### config.mk
export PLATFORM = sky130hd
export DESIGN_NAME = riscv_lsu
export DESIGN_NICKNAME = d
export VERILOG_FILES = /design/src/rtl/riscv_lsu_pkg.sv /design/src/rtl/riscv_lsu_lane_align.sv /design/src/rtl/riscv_lsu.sv
export SDC_FILE = /design/constraint.sdc
export NUM_CORES = 1
export LEC_CHECK = 0
export BUFFER_PORTS_ARGS = -buffer_cell sky130_fd_sc_hd__buf_4
export CORE_ASPECT_RATIO = 0.9
export CORE_MARGIN = 2
export CORE_UTILIZATION = 43
export DETAILED_ROUTE_END_ITERATION = 8
export PLACE_DENSITY = 0.77
export SLEW_MARGIN = 20
export SYNTH_ARGS = -nofsm -noshare
export SYNTH_HDL_FRONTEND = slang
export SYNTH_SLANG_ARGS = --single-unit
### constraint.sdc
create_clock -name clk -period 1.8 [get_ports clk]
set_input_delay 0.18 -clock clk [delete_from_list [all_inputs] [get_ports clk]]
set_output_delay 0.18 -clock clk [all_outputs]
set_load 0.02 [all_outputs]
### src/rtl/riscv_lsu_pkg.sv
// Shared types and decode helpers for the load/store unit.
// Access sizes follow the RV32I funct3 encoding.
package riscv_lsu_pkg;

  typedef enum logic [2:0] {
    IDLE,
    ACCESS,
    WAIT,
    RESP,
    HALTED
  } lsu_state_e;

  localparam logic [2:0] F3_LB  = 3'b000;
  localparam logic [2:0] F3_LH  = 3'b001;
  localparam logic [2:0] F3_LW  = 3'b010;
  localparam logic [2:0] F3_LBU = 3'b100;
  localparam logic [2:0] F3_LHU = 3'b101;
  localparam logic [2:0] F3_SB  = 3'b000;
  localparam logic [2:0] F3_SH  = 3'b001;
  localparam logic [2:0] F3_SW  = 3'b010;

  function automatic logic is_legal_access(
    input logic       we,
    input logic [2:0] funct3,
    input logic [1:0] addr_lo
  );
    logic f3_ok;
    logic al_ok;
    if (we)
      f3_ok = funct3 inside {F3_SB, F3_SH, F3_SW};
    else
      f3_ok = funct3 inside {F3_LB, F3_LH, F3_LW,
                             F3_LBU, F3_LHU};
    case (funct3[1:0])
      2'b01:   al_ok = ~addr_lo[0];
      2'b10:   al_ok = (addr_lo == 2'b00);
      default: al_ok = 1'b1;
    endcase
    return f3_ok & al_ok;
  endfunction

endpackage

### src/rtl/riscv_lsu_lane_align.sv
// Byte-lane steering: store enables/replication and load
// lane select with sign or zero extension.
module lsu_lane_align
  import riscv_lsu_pkg::*;
#(
  parameter int DATA_W = 32
) (
  input  logic [2:0]          funct3_i,
  input  logic [1:0]          addr_lo_i,
  input  logic [DATA_W-1:0]   wdata_i,
  input  logic [DATA_W-1:0]   rdata_i,
  output logic [DATA_W/8-1:0] be_o,
  output logic [DATA_W-1:0]   wdata_o,
  output logic [DATA_W-1:0]   rdata_o
);

  localparam int NB = DATA_W / 8;

  logic [DATA_W-1:0] sh;

  assign sh = rdata_i >> {addr_lo_i, 3'b000};

  always_comb begin
    be_o    = '1;
    wdata_o = wdata_i;
    rdata_o = sh;
    case (funct3_i[1:0])
      2'b00: begin
        be_o    = NB'(1) << addr_lo_i;
        wdata_o = {4{wdata_i[7:0]}};
      end
      2'b01: begin
        be_o    = NB'(3) << addr_lo_i;
        wdata_o = {2{wdata_i[15:0]}};
      end
      default: ;
    endcase
    case (funct3_i)
      F3_LB:   rdata_o = {{24{sh[7]}}, sh[7:0]};
      F3_LH:   rdata_o = {{16{sh[15]}}, sh[15:0]};
      F3_LBU:  rdata_o = {24'd0, sh[7:0]};
      F3_LHU:  rdata_o = {16'd0, sh[15:0]};
      default: ;
    endcase
  end

endmodule

### src/rtl/riscv_lsu.sv
// Load/store unit: one outstanding access, fixed read
// latency, error screening and halt drain.
module riscv_lsu
  import riscv_lsu_pkg::*;
#(
  parameter int DATA_W  = 32,
  parameter int ADDR_W  = 9,
  parameter int MEM_LAT = 1
) (
  input  logic                clk,
  input  logic                reset,
  input  logic                req_valid,
  output logic                req_ready,
  input  logic                req_we,
  input  logic [2:0]          req_funct3,
  input  logic [DATA_W-1:0]   req_addr,
  input  logic [DATA_W-1:0]   req_wdata,
  output logic                resp_valid,
  output logic                resp_err,
  output logic [DATA_W-1:0]   resp_rdata,
  output logic                stall,
  output logic                mem_rd,
  output logic                mem_wr,
  output logic [ADDR_W-1:0]   mem_addr,
  output logic [DATA_W/8-1:0] mem_be,
  output logic [DATA_W-1:0]   mem_wdata,
  input  logic [DATA_W-1:0]   mem_rdata,
  input  logic                halt_req,
  output logic                halt_done
);

  localparam int CW = $clog2(MEM_LAT + 1);

  if (DATA_W != 32) begin : g_bad_width
    $error("riscv_lsu: DATA_W must be 32");
  end
  if (MEM_LAT < 1 || MEM_LAT > 4) begin : g_bad_lat
    $error("riscv_lsu: MEM_LAT must be 1..4");
  end

  lsu_state_e          state_q;
  logic                we_q;
  logic [2:0]          f3_q;
  logic [ADDR_W+1:0]   addr_q;
  logic [DATA_W-1:0]   wdata_q;
  logic [CW-1:0]       cnt_q;
  logic                mem_rd_q;
  logic                mem_wr_q;
  logic                resp_valid_q;
  logic                resp_err_q;
  logic [DATA_W-1:0]   resp_rdata_q;
  logic                halt_pend_q;
  logic                halt_done_q;

  logic                req_err;
  logic [DATA_W/8-1:0] be_w;
  logic [DATA_W-1:0]   wdata_w;
  logic [DATA_W-1:0]   ld_w;

  assign req_err = ~is_legal_access(req_we, req_funct3,
                                    req_addr[1:0])
                 | (|req_addr[DATA_W-1:ADDR_W+2]);

  lsu_lane_align #(.DATA_W(DATA_W)) u_align (
    .funct3_i  (f3_q),
    .addr_lo_i (addr_q[1:0]),
    .wdata_i   (wdata_q),
    .rdata_i   (mem_rdata),
    .be_o      (be_w),
    .wdata_o   (wdata_w),
    .rdata_o   (ld_w)
  );

  always_ff @(posedge clk) begin
    if (reset) begin
      state_q      <= IDLE;
      we_q         <= 1'b0;
      f3_q         <= '0;
      addr_q       <= '0;
      wdata_q      <= '0;
      cnt_q        <= '0;
      mem_rd_q     <= 1'b0;
      mem_wr_q     <= 1'b0;
      resp_valid_q <= 1'b0;
      resp_err_q   <= 1'b0;
      resp_rdata_q <= '0;
      halt_pend_q  <= 1'b0;
      halt_done_q  <= 1'b0;
    end else begin
      mem_rd_q     <= 1'b0;
      mem_wr_q     <= 1'b0;
      resp_valid_q <= 1'b0;
      resp_err_q   <= 1'b0;
      resp_rdata_q <= '0;
      if (halt_req && state_q != IDLE && state_q != HALTED)
        halt_pend_q <= 1'b1;
      case (state_q)
        IDLE: begin
          if (halt_req) begin
            state_q     <= HALTED;
            halt_done_q <= 1'b1;
          end else if (req_valid) begin
            we_q    <= req_we;
            f3_q    <= req_funct3;
            addr_q  <= req_addr[ADDR_W+1:0];
            wdata_q <= req_wdata;
            if (req_err) begin
              state_q      <= RESP;
              resp_valid_q <= 1'b1;
              resp_err_q   <= 1'b1;
            end else begin
              state_q  <= ACCESS;
              mem_rd_q <= ~req_we;
              mem_wr_q <= req_we;
            end
          end
        end
        ACCESS: begin
          if (we_q) begin
            state_q      <= RESP;
            resp_valid_q <= 1'b1;
          end else begin
            state_q <= WAIT;
            cnt_q   <= CW'(MEM_LAT - 1);
          end
        end
        WAIT: begin
          // cnt_q reaches zero in the cycle mem_rdata is valid
          if (cnt_q == '0) begin
            state_q      <= RESP;
            resp_valid_q <= 1'b1;
            resp_rdata_q <= ld_w;
          end else begin
            cnt_q <= cnt_q - CW'(1);
          end
        end
        RESP: begin
          if (halt_pend_q || halt_req) begin
            state_q     <= HALTED;
            halt_done_q <= 1'b1;
          end else begin
            state_q <= IDLE;
          end
        end
        HALTED: ;
        default: state_q <= IDLE;
      endcase
    end
  end

  assign req_ready  = (state_q == IDLE) & ~halt_req;
  assign stall      = (state_q != IDLE);
  assign mem_rd     = mem_rd_q & ~reset;
  assign mem_wr     = mem_wr_q & ~reset;
  assign mem_addr   = addr_q[ADDR_W+1:2];
  assign mem_be     = mem_wr_q ? be_w : '0;
  assign mem_wdata  = mem_wr_q ? wdata_w : '0;
  assign resp_valid = resp_valid_q;
  assign resp_err   = resp_err_q;
  assign resp_rdata = resp_rdata_q;
  assign halt_done  = halt_done_q;

endmodule
==> flow_summary_export.csv <==
group,metric,value,unit
routing,vias_per_cell,5.14,
global_routing,overflow,0,
final_layout,final_common_cell,"buf_4",
pwr,power_density,779,mW/mm^2
sta,max_slew_margin,60.0,%
synth,syn-num-nets,628,
worst_setup_path,r2r_end,"resp_valid$_SDFF_PP0_",
synth,ys_seq_area_share,42.3,%
clock_tree,tritoncts,"built",
sta,final.period_utilization,96.8,%
routing,drtIter0Drc,191,
worst_setup_path,r2r_setup_slack,60,ps
global_routing,track_usage,23.7,%
sta,worst_pin_slew,600,ps
final_layout,drive_gt1_share,34.9,%
clock_tree,insertion_delay,350,ps
final_layout,final_cell_area,0.00598,mm^2
routing,drcViolationCount,0,
placement,pre_cts_ws,-78.0,ps
worst_setup_path,path_max_fanout,5,
sta,rsz0062_at_grt,"yes",
sta,fin_skew,7.45,ps
clock_tree,cts_num_sinks,88,
routing,totalWireLength,12600,um
die,core,0.00953,mm^2
global_routing,grt_pass1_wl,20000,um
sta,hold-worst-slack,45.0,ps
synth,synthDistinctLibCells,39,
min_path,min_from,"mem_rdata[25]",
worst_setup_path,crit_type,"register to output port",
die,die_area,0.0105,mm^2
placement,port_buffers,187,
worst_setup_path,worstReg2RegStart,"state_q[1]$_SDFFE_PP0P_",
final_layout,final_cell_mix,"204 x buf_4, 126 x nand2_1, 86 x dfxtp_1, 59 x a21oi_1, 35 x mux2i_1",
routing,wl_met2,6340,um
routing,met3_length,1050,um
sta,drv_slew,0,
synth,syn_inst,521,
sta,fin_setup_tns,0,ps
die,rows,34,
global_routing,grt_antenna_before_repair,0,
placement,gp_congestion,0.840,
final_layout,layoutNonFillerInstCount,822,
worst_setup_path,crit_required,1620,ps
sta,finalCriticalPeriod,1740,ps
placement,placed_cells,804,
die,io_pins,188,
final_layout,area_growth,43.4,%
synth,synth-async-reset-ratio,0,%
placement,placed_area,0.00569,mm^2
pwr,power_leakage,2.56,nW
clock_tree,clkTransAtPathRegs,90,ps
die,die_x,108,um
worst_setup_path,worstSetupEndpointType,"output port",
sta,finalSetupViolCount,0,
synth,synthFlopType,"dfxtp_1",
outcome,outcome,"completed",
final_layout,n_fill_cell,850,
routing,num_vias,4228,
job,drv_cap,0,
min_path,holdPathEnd,"resp_rdata[25]$_SDFF_PP0_",
routing,dr.pass1.iters,5,
sta,fmax,574,MHz
global_routing,grt_max_degree,58,
final_layout,nets,798,
synth,synth_top_area_share,42.3,%
final_layout,insertedDiodeCount,0,
synth,syn_avg_cell_area,8.00,um^2
sta,hold_violations,0,
worst_setup_path,worst_r2r_path_depth,5,
clock_tree,htreeDepth,3,
min_path,worstHoldPathType,"input port to register",
clock_tree,cts_buffers,9,
worst_setup_path,crit_arrival,1560,ps
synth,yosys_warnings,0,
routing,antenna_left,0,
clock_tree,clock-root-buffer,"clkbuf_8",
die,die_y,97.4,um
die,start_util,43.7,%
synth,yosysTopAreaCell,"dfxtp_1",
sta,finalWorstSetupSlack,57.4,ps
global_routing,grt_pass1_vias,4104,
placement,hpwl,9180,um
synth,synth.area.top_cells,"dfxtp_1 42%, nand2_1 11%, mux2i_1 8.6%",
clock_tree,clock_path_buffers,2,
synth,synth-edff-count,0,
worst_setup_path,crit_path_start_kind,"register",
min_path,hold_path_depth,2,
pwr,ir_drop,457,uV
synth,ys_ff_latch,88,
routing,wl_per_cell,15.4,um
synth,syn_area,0.00417,mm^2
routing,wl_met1,5140,um
routing,top_layer,"met4",
[through the flow]
step | power (mW) | util, %
6_report | 4.65 | 62.7
5_1_grt | 4.87 | 62.7
4_1_cts | 4.66 | 62.1
3_5_place_dp | 3.15 | 59.7
3_3_place_gp | 3.13 | 59.7
2_1_floorplan | 2.70 | -
[state kept, by name, indices dropped and copies added (netlist names)]
register and flops:
state_q 3, mem_rd_q 1, resp_rdata 32, wdata_q 32, halt_pend_q 1, resp_valid 1, halt_done 1, we_q 1
f3_q 3, mem_wr_q 1, addr_q 11, resp_err 1
[worst max path at each step]
stage / from / to / slack (ps)
2_1_floorplan: state_q[0]$_SDFFE_PP0P_ / resp_rdata[24]$_SDFF_PP0_ / 2
3_3_place_gp: state_q[0]$_SDFFE_PP0P_ / resp_rdata[26]$_SDFF_PP0_ / -50
3_5_place_dp: state_q[0]$_SDFFE_PP0P_ / resp_rdata[29]$_SDFF_PP0_ / -80
4_1_cts: f3_q[0]$_SDFFE_PP0P_ / mem_wdata[9] / 5
5_1_grt: f3_q[1]$_SDFFE_PP0P_ / mem_wdata[10] / -0.6
6_report: state_q[1]$_SDFFE_PP0P_ / req_ready / 60
[Yosys cell counts, types with 2 or more instances]
library cell,number
dfxtp_1,88
buf_1,4
nor2b_1,23
o211ai_1,2
buf_4,9
buf_2,6
nor4_1,4
inv_1,4
nor3_1,4
a211oi_1,18
and2_1,24
a21boi_0,8
or3_1,2
o21a_1,3
mux2_2,2
o21ai_0,23
a21o_1,9
nand4_1,2
a21oi_1,59
ha_1,3
nand2_1,126
mux2i_1,36
clkbuf_1,30
nor2_1,17
[kinds of logic (layout without fill, tap and decap cells)]
family | Yosys count | after routing | synth area share [%]
AOI/OAI and AO/OA | 126 | 126 | 17.9
adders and majority gates | 3 | 3 | 0.901
buffers and inverters | 54 | 228 | 6.03
DFF | 88 | 88 | 42.3
muxes | 38 | 38 | 9.19
and+or+nand+nor | 212 | 213 | 23.7
[layout make-up]
cell class / instances / area [um^2] / area share [%]
repair buffers: 208 / 1600 / 26.8
clock buffers: 9 / 124 / 2.07
multi-input cells: 380 / 2220 / 37.1
well taps: 126 / 158 / 2.64
inverters: 4 / 15.0 / 0.251
flip-flops and latches: 88 / 1760 / 29.5
clock inverters: 7 / 95.1 / 1.59
[worst max-delay path: stages, from the launching register on]
cell	delay, ps
dfxtp_1	320
buf_4	150
or3_4	380
buf_4	160
nor2_4	80
buf_6	120
[timing repair]
item,in CTS,in global routing
hold buffers,0,0
setup endpoints to repair,12,30
resized for setup,3,18
buffers inserted,0,1
gates cloned,0,1
pin swaps,0,2
[per-layer routing]
layer | global-route usage [%] | vias up
met5 | 0 | -
met4 | 5.92 | 0
met3 | 5.30 | 12
met2 | 41.1 | 173
met1 | 29.6 | 1963
li1 | - | 2080
[power breakdown]
group / leakage (nW) / switching, mW / total (mW) / internal (mW)
Combinational: 1.73 / 0.527 / 0.993 / 0.467
Sequential: 0.716 / 0.0750 / 2.14 / 2.07
Clock: 0.110 / 0.734 / 1.52 / 0.785
(Power assumes the default switching activity.)
